<file path="config.mk">
export PLATFORM = sky130hd
export DESIGN_NAME = dg0045_ram_arbiter
export DESIGN_NICKNAME = d
export VERILOG_FILES = /design/src/rtl/dg0045_pkg.sv /design/src/rtl/dg0045_ram_arbiter_resp.sv /design/src/rtl/dg0045_ram_arbiter.sv
export SDC_FILE = /design/constraint.sdc
export NUM_CORES = 1
export LEC_CHECK = 0
export CORE_UTILIZATION = 38
export DETAILED_ROUTE_END_ITERATION = 8
export HOLD_SLACK_MARGIN = 0.02
export PLACE_DENSITY_LB_ADDON = 0.15
export SLEW_MARGIN = 20
export SYNTH_ARGS = -nofsm -noshare
export SYNTH_HDL_FRONTEND = slang
export SYNTH_HIERARCHICAL = 1
export SYNTH_SLANG_ARGS = --single-unit
</file>
<file path="constraint.sdc">
create_clock -name clk -period 4 [get_ports clk]
set_input_delay 0.4 -clock clk [delete_from_list [all_inputs] [get_ports clk]]
set_output_delay 0.4 -clock clk [all_outputs]
set_load 0.02 [all_outputs]
</file>
<file path="src/rtl/dg0045_pkg.sv">
`default_nettype none
// +----------------------------------------------------------------------+
// | Module      : dg0045_pkg                                             |
// | Description : Shared constants and arbiter state encoding for the    |
// |               DG0045 data RAM and its access arbiter.                |
// | Revision    : 1.0 - initial release                                  |
// +----------------------------------------------------------------------+
package dg0045_pkg;

  // Data RAM geometry, reused by the CPU core and the RAM wrapper.
  localparam int RAM_ADDR_W = 6;
  localparam int NIBBLE_W   = 4;

  // Arbiter state: which requester touched the RAM last, or AUX burst ownership.
  typedef enum logic [1:0] {
    ARB_IDLE = 2'd0,
    ARB_CPU  = 2'd1,
    ARB_AUX  = 2'd2,
    ARB_LOCK = 2'd3
  } arb_state_e;

endpackage
`default_nettype wire

</file>
<file path="src/rtl/dg0045_ram_arbiter_resp.sv">
`default_nettype none
// +----------------------------------------------------------------------+
// | Module      : dg0045_arb_resp                                        |
// | Description : Per-port read response register. Captures RAM read    |
// |               data one cycle after an accepted read and pulses       |
// |               rvalid; rdata holds until the next response.           |
// | Revision    : 1.0 - initial release                                  |
// +----------------------------------------------------------------------+
module dg0045_arb_resp
  import dg0045_pkg::*;
#(
  parameter int DATA_W = NIBBLE_W
) (
  input  logic              clk,
  input  logic              rst,
  input  logic              rd_accept,
  input  logic [DATA_W-1:0] ram_dout,
  output logic              rvalid,
  output logic [DATA_W-1:0] rdata
);

  logic              rvalid_q;
  logic              rvalid_d;
  logic [DATA_W-1:0] rdata_q;
  logic [DATA_W-1:0] rdata_d;

  // Next response: pulse on every accepted read, otherwise keep the old data.
  always_comb begin
    rvalid_d = rd_accept;
    rdata_d  = rd_accept ? ram_dout : rdata_q;
  end

  // Response registers; reset drops any in-flight response.
  always_ff @(posedge clk) begin
    if (rst) begin
      rvalid_q <= 1'b0;
      rdata_q  <= '0;
    end else begin
      rvalid_q <= rvalid_d;
      rdata_q  <= rdata_d;
    end
  end

  assign rvalid = rvalid_q;
  assign rdata  = rdata_q;

endmodule
`default_nettype wire

</file>
<file path="src/rtl/dg0045_ram_arbiter.sv">
`default_nettype none
// +----------------------------------------------------------------------+
// | Module      : dg0045_ram_arbiter                                     |
// | Description : Single-port arbiter for the 64x4 DG0045 data RAM.      |
// |               CPU has priority; a streak counter bounds AUX wait     |
// |               and a bounded lock mode gives AUX burst ownership.     |
// | Revision    : 1.0 - initial release                                  |
// +----------------------------------------------------------------------+
module dg0045_ram_arbiter
  import dg0045_pkg::*;
#(
  parameter int ADDR_W   = RAM_ADDR_W,
  parameter int DATA_W   = NIBBLE_W,
  parameter int MAX_WAIT = 7,
  parameter int LOCK_MAX = 16
) (
  input  logic              clk,
  input  logic              rst,
  // CPU port
  input  logic              cpu_req,
  input  logic              cpu_we,
  input  logic [ADDR_W-1:0] cpu_addr,
  input  logic [DATA_W-1:0] cpu_wdata,
  output logic              cpu_gnt,
  output logic              cpu_rvalid,
  output logic [DATA_W-1:0] cpu_rdata,
  // AUX port
  input  logic              aux_req,
  input  logic              aux_we,
  input  logic [ADDR_W-1:0] aux_addr,
  input  logic [DATA_W-1:0] aux_wdata,
  input  logic              aux_lock,
  output logic              aux_gnt,
  output logic              aux_rvalid,
  output logic [DATA_W-1:0] aux_rdata,
  // RAM macro
  output logic [ADDR_W-1:0] ram_addr,
  output logic              ram_we,
  output logic [DATA_W-1:0] ram_din,
  input  logic [DATA_W-1:0] ram_dout,
  // Debug
  output logic [1:0]        arb_state
);

  localparam int                   c_LOCK_CW   = $clog2(LOCK_MAX);
  localparam logic [3:0]           c_MAX_WAIT  = 4'(MAX_WAIT);
  localparam logic [c_LOCK_CW-1:0] c_LOCK_LAST = c_LOCK_CW'(LOCK_MAX - 1);
  localparam logic [c_LOCK_CW-1:0] c_LOCK_ONE  = c_LOCK_CW'(1);

  arb_state_e           state_q;
  arb_state_e           state_d;
  logic [3:0]           streak_q;
  logic [3:0]           streak_d;
  logic [c_LOCK_CW-1:0] lock_cnt_q;
  logic [c_LOCK_CW-1:0] lock_cnt_d;
  logic                 lock_block_q;
  logic                 lock_block_d;

  logic w_in_lock;
  logic w_cpu_gnt;
  logic w_aux_gnt;
  logic w_lock_limit;
  logic w_lock_exit;
  logic w_lock_entry;

  assign w_in_lock    = (state_q == ARB_LOCK);
  // Limit reached at this edge: AUX has now owned the RAM for LOCK_MAX cycles.
  assign w_lock_limit = w_in_lock && (lock_cnt_q == c_LOCK_LAST);
  assign w_lock_exit  = w_in_lock && (!aux_lock || w_lock_limit);
  assign w_lock_entry = !w_in_lock && w_aux_gnt && aux_lock && !lock_block_q;

  // Grant decision: LOCK hands the RAM to AUX, otherwise CPU wins unless AUX has starved.
  always_comb begin
    w_cpu_gnt = 1'b0;
    w_aux_gnt = 1'b0;
    if (!rst) begin
      if (w_in_lock) begin
        w_aux_gnt = aux_req;
      end else if (cpu_req && aux_req) begin
        if (streak_q == c_MAX_WAIT) begin
          w_aux_gnt = 1'b1;
        end else begin
          w_cpu_gnt = 1'b1;
        end
      end else begin
        w_cpu_gnt = cpu_req;
        w_aux_gnt = aux_req;
      end
    end
  end

  // Next FSM state, streak, lock length and re-lock block.
  always_comb begin
    state_d      = state_q;
    streak_d     = streak_q;
    lock_cnt_d   = lock_cnt_q;
    lock_block_d = lock_block_q;

    if (w_in_lock) begin
      if (w_lock_exit) begin
        state_d    = cpu_req ? ARB_CPU : ARB_IDLE;
        lock_cnt_d = '0;
      end else begin
        state_d    = ARB_LOCK;
        lock_cnt_d = lock_cnt_q + c_LOCK_ONE;
      end
    end else if (w_lock_entry) begin
      state_d    = ARB_LOCK;
      lock_cnt_d = c_LOCK_ONE;
    end else if (w_cpu_gnt) begin
      state_d = ARB_CPU;
    end else if (w_aux_gnt) begin
      state_d = ARB_AUX;
    end else begin
      state_d = ARB_IDLE;
    end

    // Streak counts CPU wins over a waiting AUX and saturates at the forcing point.
    if (w_aux_gnt || !aux_req || w_lock_exit) begin
      streak_d = '0;
    end else if (w_cpu_gnt && (streak_q < c_MAX_WAIT)) begin
      streak_d = streak_q + 4'd1;
    end

    // A limit-forced exit blocks re-lock until AUX lets go of aux_lock once.
    if (!aux_lock) begin
      lock_block_d = 1'b0;
    end else if (w_lock_limit) begin
      lock_block_d = 1'b1;
    end
  end

  // Arbiter state registers with synchronous reset.
  always_ff @(posedge clk) begin
    if (rst) begin
      state_q      <= ARB_IDLE;
      streak_q     <= '0;
      lock_cnt_q   <= '0;
      lock_block_q <= 1'b0;
    end else begin
      state_q      <= state_d;
      streak_q     <= streak_d;
      lock_cnt_q   <= lock_cnt_d;
      lock_block_q <= lock_block_d;
    end
  end

  assign cpu_gnt   = w_cpu_gnt;
  assign aux_gnt   = w_aux_gnt;
  assign arb_state = state_q;

  // RAM datapath follows the granted port; CPU address is the idle default.
  assign ram_addr = w_aux_gnt ? aux_addr  : cpu_addr;
  assign ram_din  = w_aux_gnt ? aux_wdata : cpu_wdata;
  assign ram_we   = (w_cpu_gnt & cpu_we) | (w_aux_gnt & aux_we);

  dg0045_arb_resp #(
    .DATA_W (DATA_W)
  ) u_cpu_resp (
    .clk       (clk),
    .rst       (rst),
    .rd_accept (w_cpu_gnt & ~cpu_we),
    .ram_dout  (ram_dout),
    .rvalid    (cpu_rvalid),
    .rdata     (cpu_rdata)
  );

  dg0045_arb_resp #(
    .DATA_W (DATA_W)
  ) u_aux_resp (
    .clk       (clk),
    .rst       (rst),
    .rd_accept (w_aux_gnt & ~aux_we),
    .ram_dout  (ram_dout),
    .rvalid    (aux_rvalid),
    .rdata     (aux_rdata)
  );

endmodule
`default_nettype wire

</file>
==> reports/qor.csv <==
stage,metric,value,unit
run_status,status,"finished, final reports clean",
synth,Netlist Area Pre-Place,1100,µm²
clock_network,CTS resizes,0,
clock_network,clk sinks,21,
synth,proportion of synthesized area in mux cells,19.6,%
place,buffers added on ports,55,
floorplan,# rows,19,
synth,main combinational cell family by area after synthesis,simple AND/OR/NAND/NOR gates,
global_routing,initial antenna violation count,0,
floorplan,core area,2730,µm²
worst_setup_path,R2R Path Start,streak_q[0]$_SDFFE_PP0P_,
floorplan,Die ar.,3110,µm²
hold_path,hold path startpoint,u_cpu_resp/rdata[1]$_SDFFE_PP0P_,
synth,Post-synth ARST share,0,%
routing,# DRC,0,
power,maximum vdd drop,233,µV
clock_network,Skew-Pair Late Insertion Delay,0.30,ns
routing,Starting DRT DRC Count,11,
timing,fmax,346,MHz
floorplan,Initial Util,40.1,%
timing,Tmin final,2.89,ns
floorplan,die width,55.7,µm
synth,"EDFF count, synth",0,
clock_network,clk root buf,clkbuf_4,
synth,adder-cell share of the synthesized area,2.28,%
routing,antenna-violating nets left,0,
timing,final setup violation count,0,
synth,Yosys Warn Count,6,
synth,Post-Synth Simple-Gate Area,20.1,%
worst_setup_path,CP Launch Type,input port,
worst_setup_path,critical path peak fanout,14,
power,PD cells,254,nW/µm²
worst_setup_path,Worst R2R End,u_aux_resp/rdata[1]$_SDFFE_PP0P_,
synth,"Seq/Total Area, Yosys",38.3,%
global_routing,All-Layer GR Usage,17.1,%
place,routability cong.,0.832,
timing,worst hold slack,0.505,ns
worst_setup_path,crit end category,output pin,
worst_setup_path,Crit Path Class,input port to output pin,
routing,Via density,5.28,
synth,Syn Area/Cell,10.3,µm²
global_routing,largest net degree at the start of global routing,15,
worst_setup_path,CP Launch Point,rst,
timing,Final Max Slew Viols,0,
routing,DR WL/cell,13.9,µm
timing,Worst Skew,0.00212,ns
worst_setup_path,Reg2Reg Depth,6,
timing,relative slew slack,61.3,%
global_routing,Overflow after GRT,0,
cells_and_area,Nets,197,
cells_and_area,Ant. Diodes,0,
global_routing,vias in the first global route,934,
synth,Yosys reg bits,21,
clock_network,H-tree levels,1,
routing,vias,1024,
clock_network,clk buf depth,2,
timing,RSZ-0062 raised after global routing,no,
floorplan,boundary pin count,56,
cells_and_area,post-route cell area,1680,µm²
cells_and_area,area delta synth->final,53.1,%
cells_and_area,Fillers,235,
routing,first drt pass iteration count,4,
worst_setup_path,R2R Setup Slk,1.82,ns
synth,Post-Syn Instances,107,
synth,xor and xnor area share after synthesis,0,%
timing,setup TNS,0,ns
flow_run,max cap viols,0,
place,Final HPWL DP,2120,µm
timing,worst slew pin tran,0.579,ns
hold_path,Worst Hold Class,flip-flop to flip-flop,
worst_setup_path,end of the critical path,ram_din[3],
synth,Synth Area in Compound Gates,14.6,%
cells_and_area,share of cells above drive strength 1,14.1,%
worst_setup_path,CP Data Arrival Time,2.49,ns
clock_network,CTS Hold Bufs,0,
timing,Fin. Hold Viols,0,
synth,syn nets,140,
clock_network,TritonCTS clock tree,yes,
cells_and_area,utilization after layout,61.5,%
power,Pleak,0.614,nW
synth,top_reg_cell synth,dfxtp_1,
clock_network,clock-pin slew on the worst setup and hold paths,0.12,ns
routing,WL final,2710,µm
timing,final period utilization,72.2,%
global_routing,first-pass GRT wire length,4210,µm
place,Post-DP Area,1650,µm²
worst_setup_path,Worst EP required,3.60,ns
clock_network,cts bufs inserted,3,
clock_network,Post-CTS Setup Inserts,0,
synth,"Distinct cells, synth",39,
floorplan,Die Y,55.7,µm
cell usage after synthesis, types with 2 or more instances:
master | number | share of area [%]
nand2_1 | 3 | 1.0
dfxtp_1 | 21 | 38
a22o_1 | 2 | 1.6
a211oi_1 | 4 | 2.7
mux2_2 | 4 | 4.1
inv_1 | 4 | 1.4
nor2_1 | 11 | 3.8
a21oi_1 | 4 | 1.8
and3b_1 | 2 | 1.6
nor2b_1 | 4 | 2.3
o21ai_0 | 2 | 0.91
nand4b_1 | 2 | 1.6
ha_1 | 2 | 2.3
nand2b_1 | 3 | 1.7
mux2_4 | 6 | 8.2
buf_6 | 2 | 2.1
nand3_1 | 2 | 0.91
mux2i_1 | 8 | 7.3
placed cells by master, fill, tap and decap left out, types with 2 or more instances in the layout:
cell | Yosys | layout
mux2_4 | 6 | 6
nand4b_1 | 2 | 2
clkdlybuf4s50_1 | 0 | 55
nand2b_1 | 3 | 3
and3b_1 | 2 | 2
clkbuf_4 | 0 | 3
mux2_2 | 4 | 4
inv_1 | 4 | 4
nor2_1 | 11 | 11
nor2b_1 | 4 | 4
a21oi_1 | 4 | 4
o21ai_0 | 2 | 2
dfxtp_1 | 21 | 21
mux2i_1 | 8 | 8
a211oi_1 | 4 | 4
a22o_1 | 2 | 2
ha_1 | 2 | 2
nand2_1 | 3 | 3
nand3_1 | 2 | 2
layer usage:
layer / global-route usage (%) / up-vias / share of wire [%]
met1: 18.8 / 466 / 44
li1: - / 504 / -
met3: 4.65 / 6 / 7.4
met4: 6.43 / 0 / 1.6
met5: 0 / - / 0
met2: 31.2 / 48 / 47
how the worst min path moves through the flow:
stage               cells after the start                          endpoint
floorplan                               2          streak_q[1]$_SDFFE_PP0P_
global placement                        2          streak_q[1]$_SDFFE_PP0P_
detailed placement                      2  u_aux_resp/rdata[2]$_SDFFE_PP0P_
CTS                                     2  u_aux_resp/rdata[2]$_SDFFE_PP0P_
global route                            2          streak_q[1]$_SDFFE_PP0P_
finish                                  2  u_cpu_resp/rdata[1]$_SDFFE_PP0P_
flip-flops by register name, indices dropped and copies added (netlist names):
name / flops
arb_state: 2
u_aux_resp/rdata: 4
lock_cnt_q: 4
lock_block_q: 1
streak_q: 4
u_cpu_resp/rdata: 4
u_cpu_resp/rvalid: 1
u_aux_resp/rvalid: 1
through the flow:
stage | total power [mW] | setup WS [ns] | cells
CTS | 0.430 | 1.11 | 194
floorplan | 0.269 | 2.05 | 107
global placement | 0.327 | 1.17 | 190
global route | 0.446 | 1.06 | 194
detailed placement | 0.329 | 1.12 | 190
finish | 0.427 | 1.11 | 194
area by class of cell:
class                           count  area, µm²  share of cell area [%]
Clock buffer                        3       22.5                    1.34
Clock inverter                      1       5.00                   0.298
Multi-Input combinational cell     78        621                    36.9
Tap cell                           31       38.8                    2.31
Timing Repair Buffer               56        558                    33.2
Sequential cell                    21        420                    25.0
Inverter                            4       15.0                   0.894
critical path: stages:
cell             delay [ns]
clkdlybuf4s50_1        0.56
nand2b_1               0.23
o21ba_4                0.38
mux2_2                 0.37
clkdlybuf4s50_1        0.54
cells by family (layout without fill, tap and decap cells):
group,Yosys count,after routing
AND/OR/NAND/NOR,37,37
AO/OA/AOI/OAI,21,21
flip-flops,21,21
multiplexers,18,18
adder cells (fa/ha/maj),2,2
buffers and inverters,8,64
where the power goes:
part | switching (mW) | internal (mW)
clock | 0.0652 | 0.0373
combinational | 0.0424 | 0.0650
sequential | 0.00328 | 0.214
Power figures use the tool's default switching activity.
==> RTL change (same settings) <==
Change the package constant `RAM_ADDR_W` from 6 to 4.
--- a/src/rtl/dg0045_pkg.sv
+++ b/src/rtl/dg0045_pkg.sv
@@ -9,5 +9,5 @@
 
   // Data RAM geometry, reused by the CPU core and the RAM wrapper.
-  localparam int RAM_ADDR_W = 6;
+  localparam int RAM_ADDR_W = 4;
   localparam int NIBBLE_W   = 4;
 
Interface: changed (resized aux_addr, cpu_addr and ram_addr); port bits go from 56 to 50. No check against the original RTL was run, so the function may have changed too.
==> RTL change against the unedited design <==
Register-to-register slack gained 0.07 ns. Power shrank 2.6%. Final area shrank 5.1%. Worst setup slack gained 0.030 ns. Synthesized cell count shrank 1.9%. Routed wire length shrank 4.8%. Critical path depth grew 1. Area after synthesis shrank 2.5%. Sequential cell count is the same. Critical endpoint unchanged. Largest cell class unchanged.
==> RTL change: results (changes against the unedited design) <==
stage;metric;value;unit;change
pwr;P_leak;0.585;nW;was 0.614 nW
critical_path;crit path DAT;2.46;ns;was 2.49 ns
logic_synthesis;Synth Warn #;6;;unchanged
detailed_routing;First DRT Iteration DRCs;13;;was 11
clock_network;Setup Buffers After CTS;0;;unchanged
timing;final setup skew;0.00470;ns;was 0.00212 ns
clock_network;clk_lat worst skew;0.30;ns;about the same
detailed_routing;vias per cell;5.48;;was 5.28
clock_network;Max clock buf depth;2;;unchanged
critical_path;crit-path max FO;23;;was 14
placement;Place WS;1.14;ns;was 1.12 ns
logic_synthesis;Synth async-reset ratio;0;%;unchanged
logic_synthesis;sequential share of the synthesized area;39.3;%;was 38.3%
placement;DP Area;1570;um^2;was 1650 um^2
placement;RD Place Congestion;0.777;;was 0.832
detailed_routing;met2 routed WL;1270;um;was 1280 um
hold_path;worst hold path type;register to register;;unchanged
finish;nets@finish;185;;was 197
critical_path;Top Family by Delay on Critical Path;buffers and inverters;;unchanged
grt;largest net degree at the start of global routing;24;;was 15
logic_synthesis;Synth top cells by count;21 x dfxtp_1, 11 x nor2_1, 8 x mux2i_1, 6 x mux2_4;;unchanged
detailed_routing;drt total wl;2580;um;was 2710 um
detailed_routing;DRT met1 WL;998;um;was 1190 um
logic_synthesis;syn_nets;134;;was 140
finish;diodes inserted;0;;unchanged
logic_synthesis;post-synth cell types;38;;was 39
detailed_routing;metal3 WL;279;um;was 199 um
grt;vias in the first global route;972;;was 934
clock_network;Reg clk slew, reported paths;0.12;ns;about the same
placement;Port Buffer Count;49;;was 55
grt;first-pass GRT wire length;4050;um;was 4210 um
detailed_routing;router iterations before antenna repair;4;;unchanged
grt;initial antenna violation count;0;;unchanged
critical_path;Worst path max stage delay;0.54;ns;was 0.56 ns
placement;hpwl dp;2020;um;was 2120 um
critical_path;slowest CP cell;clkdlybuf4s50_1;;unchanged
pwr;worst vdd ir;202;uV;was 233 uV
timing;max_slew headroom;65.5;%;was 61.3%
clock_network;TritonCTS Buffers;3;;unchanged
grt;gr usage total;18.9;%;was 17.1%
run_status;status;finished, final reports clean;;unchanged
clock_network;Resized cells post-CTS;0;;unchanged
finish;share of cells above drive strength 1;12.3;%;was 14.1%
clock_network;Root Buffer;clkbuf_4;;unchanged
logic_synthesis;synth top area cells;dfxtp_1 39%, mux2_4 8.4%, mux2i_1 7.5%;;was dfxtp_1 38%, mux2_4 8.2%, mux2i_1 7.3%
## RTL change: changes by cell type in the layout (fill, tap and decap cells not counted), sizes merged
cell | unedited run | this run
clkdlybuf4s50 | 55 | 49
mux2 | 10 | 8
clkbuf | 3 | 4
clkinv | 1 | 0
## RTL change: kinds of logic (layout without fill, tap and decap cells)
logic type,after synthesis,after routing,synth area share [%]
simple gates,37,37,20.6
compound gates,21,21,14.9
flops,21,21,39.3
fa+ha+maj,2,2,2.34
buf+inv,8,58,4.91
mux,16,16,18.0
## RTL change: power breakdown
group / internal, mW / leakage [nW] / switching, mW
Clock: 0.0389 / 0.0150 / 0.0638
Combinational: 0.0580 / 0.399 / 0.0381
Sequential: 0.214 / 0.170 / 0.00340
Total: 0.311 / 0.585 / 0.105
## RTL change: final timing paths
| check | startpoint | to | slack, ns | cells past startpoint |
|---|---|---|---|---|
| setup / recovery | rst | ram_din[3] | 1.14 | 6 |
| hold / removal | streak_q[1] | streak_q[1] | 0.49 | 2 |
| setup reg to reg | streak_q[0] | u_aux_resp/rdata[0] | 1.89 | 6 |
| hold reg to reg | streak_q[1] | streak_q[1] | 0.49 | 2 |
## RTL change: worst register-to-register path: stages (launching register included)
cell and delay [ns]:
dfxtp_1 0.40, ha_1 0.24, and3b_1 0.26, o21ba_4 0.29
nor2b_1 0.48, mux2i_1 0.27, nor2_1 0.06
## RTL change: final cells by class
type	count	area (um^2)
fill	237	973
multi-input combinational	76	597
timing repair buffer	50	498
sequential	21	420
tap	30	37.5
clock buffer	4	26.3
inverter	4	15.0
## RTL change: per-layer routing
metal  vias up  GRT usage, %
met1       478          19.6
met3         4          4.92
met4         0          6.67
met5         -             0
met2        44          36.1
li1        487             -
## RTL change: per-stage QoR
step	total power, mW	instances
2_1_floorplan	0.265	105
3_3_place_gp	0.316	181
3_5_place_dp	0.318	181
4_1_cts	0.420	185
5_1_grt	0.433	185
6_report	0.416	185
